**src/rtl/multicycle_control_fsm.sv**
```systemverilog
`default_nettype none
// ============================================================================
// Module      : multicycle_control_fsm
// Description : Sequences each RV32I instruction through FETCH/DECODE/EXEC/
//               MEM/WB over one shared memory port, with halt, memory
//               timeout and a retired-instruction counter.
// Revision    : 1.0 - initial release
// ============================================================================
module multicycle_control_fsm #(
    parameter int MEM_TIMEOUT = 15,
    parameter int CNT_W       = 32
) (
    input  logic             clk,
    input  logic             rst,
    input  logic [6:0]       opcode,
    input  logic             branch_taken,
    input  logic             mem_ready,
    input  logic             stall,
    output logic             mem_req,
    output logic             mem_src,
    output logic             ir_write,
    output logic             pc_write,
    output logic             pc_src,
    output logic             branch,
    output logic             MemRead,
    output logic             MemWrite,
    output logic [1:0]       MemtoReg,
    output logic [1:0]       ALUOp,
    output logic             ALUSrc1,
    output logic             ALUSrc,
    output logic             RegWrite,
    output logic             halted,
    output logic             illegal_instr,
    output logic             bus_error,
    output logic [CNT_W-1:0] instret
);

    localparam logic [2:0] c_st_fetch  = 3'd0;
    localparam logic [2:0] c_st_decode = 3'd1;
    localparam logic [2:0] c_st_exec   = 3'd2;
    localparam logic [2:0] c_st_mem    = 3'd3;
    localparam logic [2:0] c_st_wb     = 3'd4;
    localparam logic [2:0] c_st_halt   = 3'd5;

    localparam logic [6:0] c_op_r      = 7'b0110011;
    localparam logic [6:0] c_op_i      = 7'b0010011;
    localparam logic [6:0] c_op_lui    = 7'b0110111;
    localparam logic [6:0] c_op_auipc  = 7'b0010111;
    localparam logic [6:0] c_op_load   = 7'b0000011;
    localparam logic [6:0] c_op_store  = 7'b0100011;
    localparam logic [6:0] c_op_branch = 7'b1100011;
    localparam logic [6:0] c_op_jal    = 7'b1101111;
    localparam logic [6:0] c_op_jalr   = 7'b1100111;
    localparam logic [6:0] c_op_system = 7'b1110011;

    localparam int c_tmo_w = (MEM_TIMEOUT > 0) ? $clog2(MEM_TIMEOUT + 1) : 1;
    // Last count value before the limit; the limit is hit on the cycle that would reach it.
    localparam logic [c_tmo_w-1:0] c_tmo_last = c_tmo_w'(MEM_TIMEOUT - 1);
    localparam logic c_tmo_en = (MEM_TIMEOUT != 0);

    logic [2:0]         r_state;
    logic [2:0]         w_state_nxt;
    logic [6:0]         r_opcode_q;
    logic [CNT_W-1:0]   r_instret;
    logic [c_tmo_w-1:0] r_tmo_cnt;
    logic               r_illegal;
    logic               r_bus_error;

    logic w_retire;
    logic w_tmo_fire;
    logic w_set_illegal;
    logic w_tmo_hit;
    logic w_mem_wait;

    logic w_q_r, w_q_i, w_q_lui, w_q_auipc, w_q_load, w_q_store;
    logic w_q_branch, w_q_jal, w_q_jalr, w_q_jump;
    logic w_in_legal, w_in_system;

    assign w_q_r      = (r_opcode_q == c_op_r);
    assign w_q_i      = (r_opcode_q == c_op_i);
    assign w_q_lui    = (r_opcode_q == c_op_lui);
    assign w_q_auipc  = (r_opcode_q == c_op_auipc);
    assign w_q_load   = (r_opcode_q == c_op_load);
    assign w_q_store  = (r_opcode_q == c_op_store);
    assign w_q_branch = (r_opcode_q == c_op_branch);
    assign w_q_jal    = (r_opcode_q == c_op_jal);
    assign w_q_jalr   = (r_opcode_q == c_op_jalr);
    assign w_q_jump   = w_q_jal | w_q_jalr;

    assign w_in_system = (opcode == c_op_system);
    assign w_in_legal  = (opcode == c_op_r)     || (opcode == c_op_i)      ||
                         (opcode == c_op_lui)   || (opcode == c_op_auipc)  ||
                         (opcode == c_op_load)  || (opcode == c_op_store)  ||
                         (opcode == c_op_branch)|| (opcode == c_op_jal)    ||
                         (opcode == c_op_jalr);

    assign w_mem_wait = (r_state == c_st_fetch) || (r_state == c_st_mem);
    assign w_tmo_hit  = c_tmo_en && !mem_ready && (r_tmo_cnt == c_tmo_last);

    // State and bookkeeping registers
    always_ff @(posedge clk) begin
        if (rst) begin
            r_state     <= c_st_fetch;
            r_opcode_q  <= 7'd0;
            r_instret   <= '0;
            r_tmo_cnt   <= '0;
            r_illegal   <= 1'b0;
            r_bus_error <= 1'b0;
        end else begin
            r_state <= w_state_nxt;
            if (!stall && (r_state == c_st_decode)) begin
                r_opcode_q <= opcode;
            end
            if (w_retire) begin
                r_instret <= r_instret + 1'b1;
            end
            if (w_tmo_fire) begin
                r_bus_error <= 1'b1;
            end
            if (w_set_illegal) begin
                r_illegal <= 1'b1;
            end
            // Every state change clears the count, so FETCH and MEM always start from zero.
            if (!stall) begin
                if (w_state_nxt != r_state) begin
                    r_tmo_cnt <= '0;
                end else if (w_mem_wait && !mem_ready) begin
                    r_tmo_cnt <= r_tmo_cnt + 1'b1;
                end
            end
        end
    end

    // Next-state logic
    always_comb begin
        w_state_nxt   = r_state;
        w_retire      = 1'b0;
        w_tmo_fire    = 1'b0;
        w_set_illegal = 1'b0;
        if (!stall) begin
            case (r_state)
                c_st_fetch: begin
                    if (mem_ready) begin
                        w_state_nxt = c_st_decode;
                    end else if (w_tmo_hit) begin
                        w_state_nxt = c_st_halt;
                        w_tmo_fire  = 1'b1;
                    end
                end
                c_st_decode: begin
                    if (w_in_legal) begin
                        w_state_nxt = c_st_exec;
                    end else begin
                        w_state_nxt   = c_st_halt;
                        w_set_illegal = !w_in_system;
                    end
                end
                c_st_exec: begin
                    if (w_q_branch) begin
                        w_state_nxt = c_st_fetch;
                        w_retire    = 1'b1;
                    end else if (w_q_load || w_q_store) begin
                        w_state_nxt = c_st_mem;
                    end else begin
                        w_state_nxt = c_st_wb;
                    end
                end
                c_st_mem: begin
                    if (mem_ready) begin
                        if (w_q_store) begin
                            w_state_nxt = c_st_fetch;
                            w_retire    = 1'b1;
                        end else begin
                            w_state_nxt = c_st_wb;
                        end
                    end else if (w_tmo_hit) begin
                        w_state_nxt = c_st_halt;
                        w_tmo_fire  = 1'b1;
                    end
                end
                c_st_wb: begin
                    w_state_nxt = c_st_fetch;
                    w_retire    = 1'b1;
                end
                c_st_halt: begin
                    w_state_nxt = c_st_halt;
                end
                default: begin
                    w_state_nxt = c_st_fetch;
                end
            endcase
        end
    end

    // Moore outputs; stall masks the strobes that would commit architectural state.
    always_comb begin
        mem_req  = 1'b0;
        mem_src  = 1'b0;
        ir_write = 1'b0;
        pc_write = 1'b0;
        pc_src   = 1'b0;
        branch   = 1'b0;
        MemRead  = 1'b0;
        MemWrite = 1'b0;
        MemtoReg = 2'b00;
        ALUOp    = 2'b00;
        ALUSrc1  = 1'b0;
        ALUSrc   = 1'b0;
        RegWrite = 1'b0;
        halted   = 1'b0;
        if (!rst) begin
            case (r_state)
                c_st_fetch: begin
                    mem_req  = !stall;
                    MemRead  = 1'b1;
                    ir_write = mem_ready && !stall;
                end
                c_st_exec: begin
                    if (w_q_branch) begin
                        ALUOp    = 2'b01;
                        branch   = 1'b1;
                        pc_write = !stall;
                        pc_src   = branch_taken;
                    end else if (w_q_r) begin
                        ALUOp = 2'b10;
                    end else if (w_q_i) begin
                        ALUOp  = 2'b10;
                        ALUSrc = 1'b1;
                    end else if (w_q_lui) begin
                        ALUOp  = 2'b11;
                        ALUSrc = 1'b1;
                    end else if (w_q_auipc || w_q_jal) begin
                        ALUSrc1 = 1'b1;
                        ALUSrc  = 1'b1;
                    end else if (w_q_jalr || w_q_load || w_q_store) begin
                        ALUSrc = 1'b1;
                    end
                end
                c_st_mem: begin
                    mem_req  = !stall;
                    mem_src  = 1'b1;
                    MemRead  = w_q_load;
                    MemWrite = w_q_store && !stall;
                    pc_write = w_q_store && mem_ready && !stall;
                end
                c_st_wb: begin
                    RegWrite = !stall;
                    pc_write = !stall;
                    pc_src   = w_q_jump;
                    MemtoReg = w_q_load ? 2'b01 : (w_q_jump ? 2'b10 : 2'b00);
                end
                c_st_halt: begin
                    halted = 1'b1;
                end
                default: begin
                end
            endcase
        end
    end

    assign instret       = r_instret;
    assign illegal_instr = r_illegal;
    assign bus_error     = r_bus_error;

endmodule
`default_nettype wire
```
**config.mk**
```make
export PLATFORM = sky130hd
export DESIGN_NAME = multicycle_control_fsm
export DESIGN_NICKNAME = d
export VERILOG_FILES = /design/src/rtl/multicycle_control_fsm.sv
export SDC_FILE = /design/constraint.sdc
export NUM_CORES = 1
export LEC_CHECK = 0
export CAP_MARGIN = 0
export CORE_MARGIN = 1
export CORE_UTILIZATION = 40
export DETAILED_ROUTE_END_ITERATION = 10
export DONT_BUFFER_PORTS = 1
export GPL_ROUTABILITY_DRIVEN = 1
export SLEW_MARGIN = 10
export SYNTH_ARGS = -nofsm -noshare
export SYNTH_HDL_FRONTEND = slang
export SYNTH_SLANG_ARGS = --single-unit
export TNS_END_PERCENT = 1
```
**constraint.sdc**
```tcl
create_clock -name clk -period 2.2 [get_ports clk]
set_input_delay 0.44 -clock clk [delete_from_list [all_inputs] [get_ports clk]]
set_output_delay 0.44 -clock clk [all_outputs]
set_load 0.03 [all_outputs]
```
-- Yosys cells after proc, flatten, opt, wreduce, memory -nomap -nowiden
Cells that the tools add are included.
- register bits: 48
- bits of input ports: 12
- logic and storage cells: 133
- add/sub/neg operators: 2
- eq/ne operators: 26
- muxes and demuxes: 70
- bitwise operators: 2
- reduce and logical (&&, ||, !) cells: 27
- operators by type and width (operator ; count):
    $eq A7 B7 Y1 const B ; 7
    $mux W1 ; 45
    $eq A7 B6 Y1 const B ; 6
    $add A32 B1 Y32 const B ; 1
    $eq A7 B5 Y1 const B ; 4
    $mux W3 ; 8
    $mux W2 ; 10
    $pmux W3 S5 ; 1
    $eq A7 B2 Y1 const B ; 2
    $logic_or A1 B1 Y1 ; 13
    $mux W4 ; 2
    $logic_and A1 B1 Y1 ; 7
    $eq A3 B2 Y1 const B ; 2
    $eq A3 B3 Y1 const B ; 2
    $pmux W1 S3 ; 2
    $add A4 B1 Y4 const B ; 1
    $eq A4 B4 Y1 const B ; 1
    $pmux W1 S2 ; 2
    $eq A3 B1 Y1 const B ; 1
    $logic_not A1 Y1 ; 3
    $logic_not A3 Y1 ; 1
    $ne A3 B3 Y1 ; 1
    $reduce_and A2 Y1 ; 1
    $reduce_bool A2 Y1 ; 1
    other kinds (3) ; 3

-- Depth between registers and ports, before layout
Gate-level depths: netlist of run 1.
- word-level depth: 15
- mapped depth: 8
- gate-level depth less buffers: 7

-- Least setup slack after synthesis of run 1
Ideal clock, no wire load.
- path kind: register to output
- start: register r_state[0]
- end: output port MemWrite
- arrival: 2.088 ns
- path slack: -0.328 ns
- stages on the path, launching flop included: 5
- path buffers: 1
- cell sequence: dfxtp_1 -> buf_2 -> nand3b_1 -> nor2_1 -> nor4bb_1
- cells in the longest elaborated chain, start to end: 3
- ends and longest elaborated chain (what ; line ; RTL):
    from (decl) ; 61 ; logic [2:0] r_state;
    from (signal assigned) ; 103 ; r_state <= c_st_fetch;
    from (signal assigned) ; 110 ; r_state <= w_state_nxt;
    $eq A3 B2 Y1 ; 212 ; case (r_state)
    $mux W1 ; 212 ;
    $mux W1 ; 211 ; if (!rst) begin
    to (decl) ; 26 ; output logic MemWrite,
No other way between the ends.

-- Worst setup path in the final report of run 1
- start: register r_state[0]
- end: output port pc_write
- cells in the longest elaborated chain, start to end: 3
- ends and longest elaborated chain (what ; line ; RTL):
    $eq A3 B3 Y1 or $eq A3 B2 Y1 (tied branches) ; 212 ;
    $pmux W1 S3 (*) ; 212 ;
    $mux W1 (*) ; 211 ;
    to (decl) ; 22 ; output logic pc_write,
Mark *: on every way between the ends. The rest lies on a longest branch, timed or not.

==> results_dict.tcl, run 1 <==
set metrics [dict create \
    ios 62 \
    fin_area_mm2 0.00357 \
    multi_input_area_mm2 0.00183 \
    peakVddDrop_v 0.000263 \
    synthArstFlopShare_pct 0 \
    worstSetupPathType "reg2out" \
    grt_pass1_wl_mm 12.4 \
    cp_top_family "simple AND/OR/NAND/NOR gates" \
    register_area_um2 970 \
    synthTopCellsByArea "dfxtp_1, a21oi_1, nand2_1" \
    initial_core_util_pct 42.0 \
    critPathBufInv 2 \
    die_x_um 87.1 \
    violations "negative setup slack" \
    path_clk_slew_ns 0.10 \
    vias 2921 \
    setup_ws_ns -0.0353 \
    synth_area_leader_cell "dfxtp_1" \
    cellPowerDensity_mw_per_mm2 459 \
    portBuffers 0 \
    maxCapViolations 0 \
    grt_pass1_vias 2558 \
    leakage_nw 1.30 \
    place_hpwl_mm 5.46 \
    synth_cells 359 \
    gp_congestion 0.875 \
    cp.arrival_ns 1.80 \
    r2r_slack_ns 0.04 \
    grt_overflow 0 \
    synth.distinct_cells 61 \
    cp-end-kind "output port" \
    cts_tree "done" \
    clock_tree.root_cell "clkbuf_8" \
    dieArea_mm2 0.00759 \
    fmax_mhz 447 \
    final_cell_count_no_fill 506 \
    post-route-util_pct 51.7 \
    slew_violations 0 \
    skew_ns 0.00655 \
    wl_mm 7.85 \
    final_hold_viol_count 0 \
    synth_fp_nets 374 \
    fill_cells 664 \
    worstPathRequired_ns 1.76 \
    std_cell_rows 30 \
    slowest_delay_ns 0.42 \
    area_delta_synth_final_pct 23.3 \
    crit_path_start_kind "flip-flop" \
    setup_viol 1 \
    layout-drive-gt1-share_pct 25.4 \
    netlist_area_mm2 0.00290 \
    path_cells "or3b_4, nor3_4, buf_6, o31ai_4, nor2_1, buf_4" \
    postCtsHoldBufs 0 \
    grt_antenna_before_repair 0 \
    fp.dieH_um 87.1 \
    finalCritPeriodShare_pct 102 \
    drc 0 \
    synth.avg_cell_area_um2 8.07 \
    cp_slowest_cell "or3b_4" \
    cts_buffers 5 \
    status "finished with violations" \
    worstMarginPinSlew_ns 0.453 \
    yosysTopAreaCellShare_pct 33.2 \
    clkSinkCount 48 \
    synth_seq_cells 48 \
    synthFlopType "dfxtp_1" \
    relSlewSlack_pct 69.7 \
    synth_edf_count 0 \
    whs_ns 0.198 \
    drt_iter0_drc 116 \
    grt_start_max_net_pins 56 \
    crit_fanout 5 \
    yosysMostFrequentCell "dfxtp_1" \
    track_usage_pct 20.5 \
    clock_latency_ns 0.30 \
    seq_area_frac_synth_pct 33.2 \
    coreArea_mm2 0.00691 \
    dp_cells 491 \
    clk_path_buf_depth 2 \
    antenna_cells 0 \
    placed_area_mm2 0.00335 \
    rsz0062_at_grt "true" \
    yosysWarnings 0 \
    p_total_w 0.00164 \
    hold_class "in2reg" \
    period_needed_ns 2.24 \
    htreeDepth 2 \
    synth_commonest_cells "dfxtp_1, a21oi_1, nand2_1, nor2_1" \
    avgRoutedWirePerCell_um 15.5 \
    nets 424 \
    first_pass_iters 4 \
    postRouteAntennaNets 0 \
    via_per_inst 5.77 \
]
[cell usage in the layout, fill, tap and decap left out, types with 3 or more instances in the layout]
master | synthesis | layout
ha_1 | 3 | 3
or3_1 | 14 | 14
inv_1 | 13 | 13
dfxtp_2 | 0 | 4
and4_1 | 5 | 5
xor2_1 | 4 | 4
nand3_1 | 13 | 13
and3_1 | 7 | 6
nor3_1 | 6 | 4
mux2i_1 | 3 | 3
a21oi_1 | 40 | 39
nand4_1 | 7 | 7
o21ai_1 | 8 | 8
nor4_1 | 11 | 9
or4_1 | 13 | 13
nor2_1 | 21 | 19
o31ai_1 | 14 | 14
o21ai_0 | 9 | 9
nand4bb_1 | 5 | 5
nand3b_1 | 3 | 3
clkbuf_8 | 1 | 6
xnor2_1 | 4 | 4
dfxtp_1 | 48 | 43
a31oi_1 | 6 | 6
nor2b_1 | 3 | 3
buf_4 | 1 | 63
nand2_1 | 36 | 34
[through the flow]
step / TNS, ns / setup slack [ns]
floorplan: -0.345 / -0.135
global placement: 0 / 0.118
detailed placement: 0 / 0.0944
CTS: -0.0261 / -0.0261
global route: -0.387 / -0.117
finish: -0.0353 / -0.0353
[cell families (layout without fill, tap and decap cells)]
kind of cell,Yosys count,after routing,share of synthesized area [%]
xor gates and xnor gates,8,8,2.42
DFF,48,48,33.2
buffers and inverters,35,86,6.09
and+or+nand+nor,166,166,35.2
AOI/OAI and AO/OA,96,96,20.8
adders and majority gates,3,3,1.30
muxes,3,3,1.04
[worst register-to-register path: cells and delay by family (launching register included)]
kind | cells | cell delay [ns]
and+or+nand+nor | 3 | 1.15
buffers and inverters | 2 | 0.34
AOI/OAI and AO/OA | 2 | 0.27
DFF | 1 | 0.36
[layout make-up]
| cell class | count | share of cell area [%] |
|---|---|---|
| Clock buffer | 6 | 2.31 |
| Clock inverter | 2 | 0.420 |
| Inverter | 13 | 1.37 |
| Multi-Input combinational cell | 276 | 51.3 |
| Sequential cell | 48 | 27.1 |
| Tap cell | 96 | 3.36 |
| Timing Repair Buffer | 65 | 14.1 |
[power by group]
group	total [W]	switching (W)	leakage [nW]	internal [W]
registers	0.000890	0.0000101	0.390	0.000880
clock network	0.000583	0.000328	0.0434	0.000256
logic	0.000166	0.0000978	0.863	0.0000685
total	0.00164	0.000436	1.30	0.00120
[repair_timing]
item	in CTS	in global routing
setup buffers	7	0
setup endpoints to repair	7	11
gates resized for setup	11	9
pin swaps	5	2
[final timing paths]
kind | startpoint | end | cells past startpoint
min | rst | r_state[2]$_SDFF_PP0_ | 1
min reg2reg | r_opcode_q[1]$_SDFFE_PP0P_ | r_opcode_q[1]$_SDFFE_PP0P_ | 2
max reg2reg | r_state[0]$_SDFF_PP0_ | instret[15]$_SDFFE_PP0P_ | 7
max | r_state[0]$_SDFF_PP0_ | pc_write | 6
[flip-flops by register name, indices dropped and copies added, names as in the netlist]
signal and flops:
illegal_instr 1, bus_error 1, r_tmo_cnt 4, instret 32, r_state 3, r_opcode_q 7
[per-layer routing]
metal	global-route usage, %	wire length (µm)	vias up
li1	-	-	1456
met1	26.3	3620	1364
met2	35.1	3670	97
met3	4.64	497	4
met4	4.77	62	0
met5	0	0	-
No activity file was read; power rests on OpenSTA's default activity.
==> run 2: changes to the inputs <==
CAP_MARGIN = unset   (was 0)
SKIP_CTS_REPAIR_TIMING = 1   (was unset)
==> results_dict.tcl, run 2 (synthesis results as in run 1) <==
set metrics [dict create \
    relSlewSlack_pct 69.8 \
    postRouteAntennaNets 0 \
    register_area_um2 968 \
    cts_tree "done" \
    die_x_um 87.1 \
    cellPowerDensity_mw_per_mm2 464 \
    coreArea_mm2 0.00691 \
    grt_pass1_vias 2512 \
    avgRoutedWirePerCell_um 15.4 \
    grt_pass1_wl_mm 12.2 \
    skew_ns 0.00838 \
    htreeDepth 2 \
    crit_fanout 7 \
    placed_area_mm2 0.00335 \
    wl_mm 7.72 \
    fin_area_mm2 0.00351 \
    post-route-util_pct 50.8 \
    vias 2884 \
    first_pass_iters 4 \
    setup_viol 4 \
    area_delta_synth_final_pct 21.1 \
    cp.arrival_ns 1.86 \
    cp_slowest_cell "or3b_4" \
    grt_start_max_net_pins 56 \
    largest_register_ffs 32 \
    rsz0062_at_grt "true" \
    clock_tree.root_cell "clkbuf_8" \
    dp_cells 491 \
    violations "negative setup slack" \
    worstMarginPinSlew_ns 0.452 \
    final_cell_count_no_fill 500 \
    gp_congestion 0.875 \
    dieArea_mm2 0.00759 \
    via_per_inst 5.77 \
    nets 418 \
    fmax_mhz 436 \
    routed-wl-met2_mm 3.65 \
    hold_class "in2reg" \
    drt_iter0_drc 120 \
    layout-drive-gt1-share_pct 23.5 \
    grt_antenna_before_repair 0 \
    clock_latency_ns 0.31 \
    cts_buffers 5 \
    multi_input_area_mm2 0.00181 \
    critPathBufInv 2 \
    antenna_cells 0 \
    period_needed_ns 2.30 \
    setup-tns-final_ns -0.159 \
    path_clk_slew_ns 0.10 \
    layout_common_cells "buf_4, dfxtp_1, a21oi_1" \
    leakage_nw 1.24 \
    r2r-end "instret[23]$_SDFFE_PP0P_" \
    path_depth 6 \
    worstPathRequired_ns 1.76 \
    r2r_slack_ns 0.09 \
    r2r_start "r_opcode_q[1]$_SDFFE_PP0P_" \
    hold_depth 1 \
    crit_start "r_state[0]$_SDFF_PP0_" \
    fp.dieH_um 87.1 \
    holdPathEnd "instret[10]$_SDFFE_PP0P_" \
    clkSinkCount 48 \
    fill_cells 674 \
    cp_top_family "simple AND/OR/NAND/NOR gates" \
    grt_overflow 0 \
    initial_core_util_pct 42.0 \
    status "finished with violations" \
    dr_wl_met3_um 445 \
    std_cell_rows 30 \
    cp-end-kind "output port" \
    final_hold_viol_count 0 \
    highest_layer "met4" \
    place_hpwl_mm 5.46 \
    track_usage_pct 20.0 \
    maxCapViolations 0 \
    slowest_delay_ns 0.44 \
    drc 0 \
    layout_commonest_cell "buf_4" \
    setup_ws_ns -0.0955 \
    path_cells "or3b_4, nor3_4, buf_6, o31ai_4, nor2_1, buf_4" \
    finalCritPeriodShare_pct 104 \
    portBuffers 0 \
    p_total_w 0.00163 \
    crit_path_start_kind "flip-flop" \
    clk_path_buf_depth 2 \
    peakVddDrop_v 0.000250 \
    worstSetupPathType "reg2out" \
    hp-start "rst" \
    ios 62 \
    slew_violations 0 \
    wl_met1_mm 3.58 \
    worst_r2r_path_depth 7 \
]
run 2: how the worst max path moves through the flow:
stage | slack [ns] | endpoint
3_3_place_gp | 0.12 | instret[24]$_SDFFE_PP0P_
6_report | -0.1 | pc_write
5_1_grt | -0.17 | pc_write
4_1_cts | -0.20 | pc_write
2_1_floorplan | -0.14 | MemtoReg[0]
3_5_place_dp | 0.09 | instret[15]$_SDFFE_PP0P_
run 2: routing by layer:
layer / GRT usage (%) / vias to the layer above
li1: - / 1445
met1: 25.7 / 1354
met2: 34.5 / 81
met3: 4.36 / 4
met4: 4.02 / 0
met5: 0 / -
run 2: power by group:
group | total (W) | internal, W | switching (W)
registers | 0.000892 | 0.000879 | 0.0000131
logic | 0.000153 | 0.0000619 | 0.0000914
clock network | 0.000583 | 0.000255 | 0.000327
run 2: cell type report:
| cell class | instances | share of cell area, % |
|---|---|---|
| flip-flops and latches | 48 | 27.6 |
| clock inverters | 2 | 0.428 |
| multi-input cells | 276 | 51.7 |
| well taps | 96 | 3.42 |
| repair buffers | 59 | 13.1 |
| clock buffers | 6 | 2.35 |
| inverters | 13 | 1.39 |
run 2: through the flow:
step	hold WS (ns)	setup WS (ns)
after floorplan	0.467	-0.135
after global placement	0.482	0.118
after detailed placement	0.498	0.0944
after CTS	0.190	-0.202
after global routing	0.181	-0.169
final	0.202	-0.0955
run 2: worst reg2reg max path, cell delays in order, from the launching register on:
cell and delay [ns]:
dfxtp_1 0.45, nand4bb_4 0.14, buf_4 0.18, nor3_2 0.34, o311ai_2 0.15, buf_12 0.19
or4_1 0.47, a21oi_1 0.15
